**src/rtl/ysyx_ifu_fetch_ctrl.sv**
```systemverilog
// ysyx_ifu_fetch_ctrl
//   Fetch-stage controller. Owns the fetch PC, presents it to the branch
//   predictor and the L1 instruction cache, and registers each returned
//   instruction into a single-entry slot toward the decoder. Handles backend
//   redirects, draining of a stale outstanding miss, fence.i invalidation
//   and fetch traps.
//
// Ports
//   clock, reset          : rising-edge clock, asynchronous active-low reset
//   bpu_pc / bpu_npc / bpu_taken : current fetch PC and its prediction
//   l1i_pc / l1i_invalid  : fetch address and invalidate-all pulse to L1I
//   l1i_inst / l1i_trap / l1i_cause / l1i_valid : L1I response for l1i_pc
//   idu_*                 : registered output slot toward the decoder
//   idu_ready             : decoder takes the slot this cycle
//   redirect_valid / redirect_pc / redirect_fence_i : backend redirect
module ysyx_ifu_fetch_ctrl #(
  parameter int              XLEN     = 32,
  parameter logic [XLEN-1:0] RESET_PC = XLEN'(32'h8000_0000)
) (
  input  logic            clock,
  input  logic            reset,
  output logic [XLEN-1:0] bpu_pc,
  input  logic [XLEN-1:0] bpu_npc,
  input  logic            bpu_taken,
  output logic [XLEN-1:0] l1i_pc,
  output logic            l1i_invalid,
  input  logic [31:0]     l1i_inst,
  input  logic            l1i_trap,
  input  logic [XLEN-1:0] l1i_cause,
  input  logic            l1i_valid,
  output logic [31:0]     idu_inst,
  output logic [XLEN-1:0] idu_pc,
  output logic [XLEN-1:0] idu_pnpc,
  output logic            idu_trap,
  output logic [XLEN-1:0] idu_cause,
  output logic            idu_valid,
  input  logic            idu_ready,
  input  logic            redirect_valid,
  input  logic [XLEN-1:0] redirect_pc,
  input  logic            redirect_fence_i
);

  typedef enum logic [1:0] {
    S_FETCH   = 2'd0,
    S_DISCARD = 2'd1,
    S_FENCE   = 2'd2,
    S_TRAPPED = 2'd3
  } state_t;

  state_t          state_reg, state_next;
  logic [XLEN-1:0] pc_reg, pc_next;
  logic [XLEN-1:0] tgt_pc_reg, tgt_pc_next;
  logic            fence_pend_reg, fence_pend_next;

  logic [31:0]     inst_reg, inst_next;
  logic [XLEN-1:0] slot_pc_reg, slot_pc_next;
  logic [XLEN-1:0] pnpc_reg, pnpc_next;
  logic            trap_reg, trap_next;
  logic [XLEN-1:0] cause_reg, cause_next;
  logic            valid_reg, valid_next;

  logic [XLEN-1:0] pnpc;
  logic            accept;
  logic            fence_req;

  assign bpu_pc      = pc_reg;
  assign l1i_pc      = pc_reg;
  assign l1i_invalid = (state_reg == S_FENCE);

  assign idu_inst  = inst_reg;
  assign idu_pc    = slot_pc_reg;
  assign idu_pnpc  = pnpc_reg;
  assign idu_trap  = trap_reg;
  assign idu_cause = cause_reg;
  assign idu_valid = valid_reg;

  always_comb begin
    pnpc   = bpu_taken ? bpu_npc : pc_reg + XLEN'(4);
    accept = (state_reg == S_FETCH) && !redirect_valid && l1i_valid &&
             (!valid_reg || idu_ready);
    // In FENCE the pending fence is being serviced this very cycle, so only
    // a fresh fence request on the redirect keeps the pulse going.
    fence_req = redirect_fence_i |
                ((state_reg == S_FENCE) ? 1'b0 : fence_pend_reg);

    state_next      = state_reg;
    pc_next         = pc_reg;
    tgt_pc_next     = tgt_pc_reg;
    fence_pend_next = fence_pend_reg;
    inst_next       = inst_reg;
    slot_pc_next    = slot_pc_reg;
    pnpc_next       = pnpc_reg;
    trap_next       = trap_reg;
    cause_next      = cause_reg;
    valid_next      = valid_reg;

    // Slot: load on accept, otherwise drain when the decoder takes it.
    if (accept) begin
      inst_next    = l1i_inst;
      slot_pc_next = pc_reg;
      pnpc_next    = pnpc;
      trap_next    = l1i_trap;
      cause_next   = l1i_cause;
      valid_next   = 1'b1;
    end else if (valid_reg && idu_ready) begin
      valid_next = 1'b0;
    end

    if (redirect_valid) begin
      valid_next      = 1'b0;
      tgt_pc_next     = redirect_pc;
      fence_pend_next = fence_req;
      unique case (state_reg)
        S_FETCH: begin
          if (!l1i_valid) begin
            // Request still in flight; wait for it before moving pc.
            state_next = S_DISCARD;
          end else begin
            pc_next    = redirect_pc;
            state_next = fence_req ? S_FENCE : S_FETCH;
          end
        end
        S_DISCARD: state_next = S_DISCARD;
        S_TRAPPED, S_FENCE: begin
          pc_next    = redirect_pc;
          state_next = fence_req ? S_FENCE : S_FETCH;
        end
        default: state_next = S_FETCH;
      endcase
    end else begin
      unique case (state_reg)
        S_FETCH: begin
          if (accept) begin
            if (l1i_trap) state_next = S_TRAPPED;
            else          pc_next    = pnpc;
          end
        end
        S_DISCARD: begin
          if (l1i_valid) begin
            pc_next    = tgt_pc_reg;
            state_next = fence_pend_reg ? S_FENCE : S_FETCH;
          end
        end
        S_FENCE: begin
          fence_pend_next = 1'b0;
          state_next      = S_FETCH;
        end
        S_TRAPPED: state_next = S_TRAPPED;
        default:   state_next = S_FETCH;
      endcase
    end
  end

  always_ff @(posedge clock or negedge reset) begin
    if (!reset) begin
      state_reg      <= S_FETCH;
      pc_reg         <= RESET_PC;
      tgt_pc_reg     <= RESET_PC;
      fence_pend_reg <= 1'b0;
      inst_reg       <= '0;
      slot_pc_reg    <= '0;
      pnpc_reg       <= '0;
      trap_reg       <= 1'b0;
      cause_reg      <= '0;
      valid_reg      <= 1'b0;
    end else begin
      state_reg      <= state_next;
      pc_reg         <= pc_next;
      tgt_pc_reg     <= tgt_pc_next;
      fence_pend_reg <= fence_pend_next;
      inst_reg       <= inst_next;
      slot_pc_reg    <= slot_pc_next;
      pnpc_reg       <= pnpc_next;
      trap_reg       <= trap_next;
      cause_reg      <= cause_next;
      valid_reg      <= valid_next;
    end
  end

endmodule

```
**config.mk**
```make
export PLATFORM = sky130hd
export DESIGN_NAME = ysyx_ifu_fetch_ctrl
export DESIGN_NICKNAME = d
export VERILOG_FILES = /design/src/rtl/ysyx_ifu_fetch_ctrl.sv
export SDC_FILE = /design/constraint.sdc
export NUM_CORES = 1
export LEC_CHECK = 0
export ABC_CLOCK_PERIOD_IN_PS = 5800
export BUFFER_PORTS_ARGS = -buffer_cell sky130_fd_sc_hd__buf_4
export CAP_MARGIN = 20
export CELL_PAD_IN_SITES_DETAIL_PLACEMENT = 1
export CELL_PAD_IN_SITES_GLOBAL_PLACEMENT = 2
export CORE_MARGIN = 8
export CORE_UTILIZATION = 31
export CTS_CLUSTER_DIAMETER = 150
export DETAILED_ROUTE_END_ITERATION = 6
export HOLD_SLACK_MARGIN = 0.05
export PLACE_DENSITY = 0.88
export REMOVE_ABC_BUFFERS = 1
export SLEW_MARGIN = 20
export SYNTH_ARGS = -nofsm -noshare
export SYNTH_HDL_FRONTEND = slang
export SYNTH_SLANG_ARGS = --single-unit
```
**constraint.sdc**
```tcl
create_clock -name clock -period 5.8 [get_ports clock]
set_clock_uncertainty 0.05 [all_clocks]
set_input_delay 0.87 -clock clock [delete_from_list [all_inputs] [get_ports clock]]
set_output_delay 0.87 -clock clock [all_outputs]
set_load 0.05 [all_outputs]
```
==> impl_metrics.ini <==
[run_status]
status = complete, no violations

[timing]
min_period_ns = 3.349
fmax_ghz = 0.2986
fin_hold_ws_ns = 0.3989
relSlewSlack_pct = 32.63
min_period_over_period_pct = 57.75
grt_setup_unrepaired = false
setup_ws_ns = 2.451
hold_viol = 0
maxSlewViolCount = 0
finalSetupTns_ns = 0
setup_viol = 0
worstMarginPinSlew_ns = 1.007

[worst_setup_path]
cpLargestDelayFamily = compound AO/OA/AOI/OAI gates
reg2reg_from = state_reg[0]$_DFFE_PN0P_
ff2ff_setup_slack_ns = 2.88
worstRegToRegCells = 7
path_cells = buf_4 > inv_1 > a211o_1 > a21bo_2 > o221ai_1 > a32oi_2
critical-path-slowest-cell = a21bo_2
endpoint_kind = register
critPathKind = in -> reg
worstPathMaxFanout = 69
reg2reg_to = idu_pnpc[30]$_DFFE_PN0P_
startpoint_type = input pin
cpPeakStageDelay_ns = 0.65
crit_required_ns = 6.12
timing.critical_path.buf_inv = 2
cp.arrival_ns = 3.67

[placement]
post-place-ws_ns = 2.025
placed_cells = 1725
io_buffers = 330
gp_congestion = 0.8011
hpwl_um = 26560

[clocking]
htreeDepth = 4
cts_hold_buf = 0
tritoncts = done
cts_inserted_buffers = 17
clkLatencyLatePin_ns = 0.45
ctsResizeCount = 0
clk_path_buf_depth = 2
post-cts-setup-buffers = 0
cts_root_buffer = clkbuf_16
clock-sinks = 197
clk_pin_slew_ns = 0.09

[routing]
ant_nets = 0
met3_length_um = 2598
drt-met1-wl_um = 16100
highest_layer = met5
wl_per_cell_um = 20.72
drc_errors = 0
vias = 8794
vias_per_cell = 4.999
dr.first_iter.drc_count = 483
routed_wl_um = 36440
dr.pass1.iters = 5
dr_wl_met2_um = 17350

[flow_run]
maxCapViolations = 0

[die]
core-area_um2 = 30590
num_io_pins = 331
start_util_pct = 31.54
die_w_um = 192.4
dieArea_um2 = 37030
row_count = 64
die_y_um = 192.4

[yosys]
ys_seq_area_share_pct = 51.12
synthCells = 1093
synthAdderAreaFrac_pct = 0.7780
synthArstFlopShare_pct = 100.0
syn-mean-instance-area_um2 = 8.828
synth_top_family_by_area = simple AND/OR/NAND/NOR gates
synth-simple-area-share_pct = 23.55
ys_warn_count = 0
synth_ff_type = dfrtp_1
synth_mux_area_share_pct = 4.162
synth_compound_gate_area_share_pct = 11.89
ys_ff_latch = 197
synth-xor-area-share_pct = 1.815
syn_area_um2 = 9649
yosys.cell_types.count = 64
synth-edff-count = 0

[final_layout]
drive_gt1_share_pct = 29.76
area_delta_synth_final_pct = 32.22
layout_common_cells = nand2_1 (368), buf_4 (336), dfrtp_1 (195)
instances_no_fill = 1759
n_fill_cell = 3637
fin_nets = 1490
layout_commonest_cell = nand2_1

[global_route]
grt_usage_pct = 19.29
grt_max_degree = 118
grt_overflow = 0
antenna_found_initial = 4
grt_first_pass_wirelength_um = 55680
grt_pass1_vias = 9196

[min_path]
min_path_type = in -> async

[power]
vdd_ir_drop_max_v = 0.0002962
power.leakage_uw = 0.006369
p_per_area_nw_per_um2 = 678.3
==> worst max path at each step <==
stage,cells after the start,slack (ns),endpoint,startpoint
6_report,6,2.45,bpu_pc[23]$_DFFE_PN0P_,redirect_valid
5_1_grt,6,2.27,bpu_pc[23]$_DFFE_PN0P_,redirect_valid
4_1_cts,6,2.47,bpu_pc[23]$_DFFE_PN0P_,redirect_valid
3_5_place_dp,6,2.03,bpu_pc[23]$_DFFE_PN0P_,redirect_valid
3_3_place_gp,6,2.07,bpu_pc[23]$_DFFE_PN0P_,redirect_valid
2_1_floorplan,5,0.80,idu_pnpc[22]$_DFFE_PN0P_,l1i_valid
==> layout make-up <==
| class | instances | area (um2) | area share [%] |
|---|---|---|---|
| flip-flops and latches | 197 | 4932 | 38.66 |
| multi-input cells | 765 | 4095 | 32.10 |
| well taps | 396 | 495.5 | 3.883 |
| diodes | 2 | 5.005 | 0.03923 |
| repair buffers | 337 | 2537 | 19.89 |
| clock buffers | 17 | 425.4 | 3.334 |
| clock inverters | 15 | 155.1 | 1.216 |
| inverters | 30 | 112.6 | 0.8826 |
==> synthesized netlist by cell type (all sizes together) (6+ instances only) <==
cell	count	area (um2)
clkbuf	47	176.4
nand3	23	115.1
nand2	368	1381
mux2i	21	210.2
o31ai	8	60.06
nor3	20	100.1
dfrtp	195	4880
nand4	11	90.08
inv	30	112.6
o21ai	69	345.3
xor2	11	96.34
o211ai	12	90.09
nor4	10	90.08
and3	11	68.82
nor2	43	161.4
a31oi	6	37.54
or3	6	37.54
xnor2	9	78.83
mux2	17	191.4
a21oi	22	110.1
nand2b	13	81.33
o221ai	8	70.07
ha	6	75.07
buf	54	356.6
==> layer usage <==
| metal | track usage, % | vias to the layer above |
|---|---|---|
| met5 | 0 | - |
| met4 | 3.702 | 6 |
| met3 | 5.150 | 22 |
| met2 | 31.62 | 268 |
| met1 | 25.40 | 4363 |
| li1 | - | 4135 |
==> power by group <==
| part | total (uW) | switching [uW] | internal, uW | leakage [uW] |
|---|---|---|---|---|
| Combinational | 4960 | 3550 | 1410 | 0.00367 |
| Clock | 1190 | 616 | 577 | 0.000282 |
| Sequential | 2500 | 570 | 1930 | 0.00242 |
==> worst reg2reg max path: cells and delay by family (launching register included) <==
kind / cells / cell delay [ns]
buf+inv: 2 / 0.70
flops: 1 / 0.41
fa+ha+maj: 1 / 0.37
mux: 1 / 0.16
simple gates: 3 / 1.12
==> stage by stage <==
stage	power, uW	instance area (um2)	utilization, %
after floorplan	5715	9116	-
after global placement	7436	12170	39.79
after detailed placement	7538	12170	39.79
after CTS	8766	12750	41.69
after global routing	9120	12750	41.69
final	8654	12760	41.71
==> cells by family after synthesis <==
kind of cell	Yosys count
adders and majority gates	6
DFF	197
buffers and inverters	131
muxes	38
xor gates and xnor gates	20
and+or+nand+nor	525
AOI/OAI and AO/OA	176
Note: power is estimated with default switching activity, not from simulation.
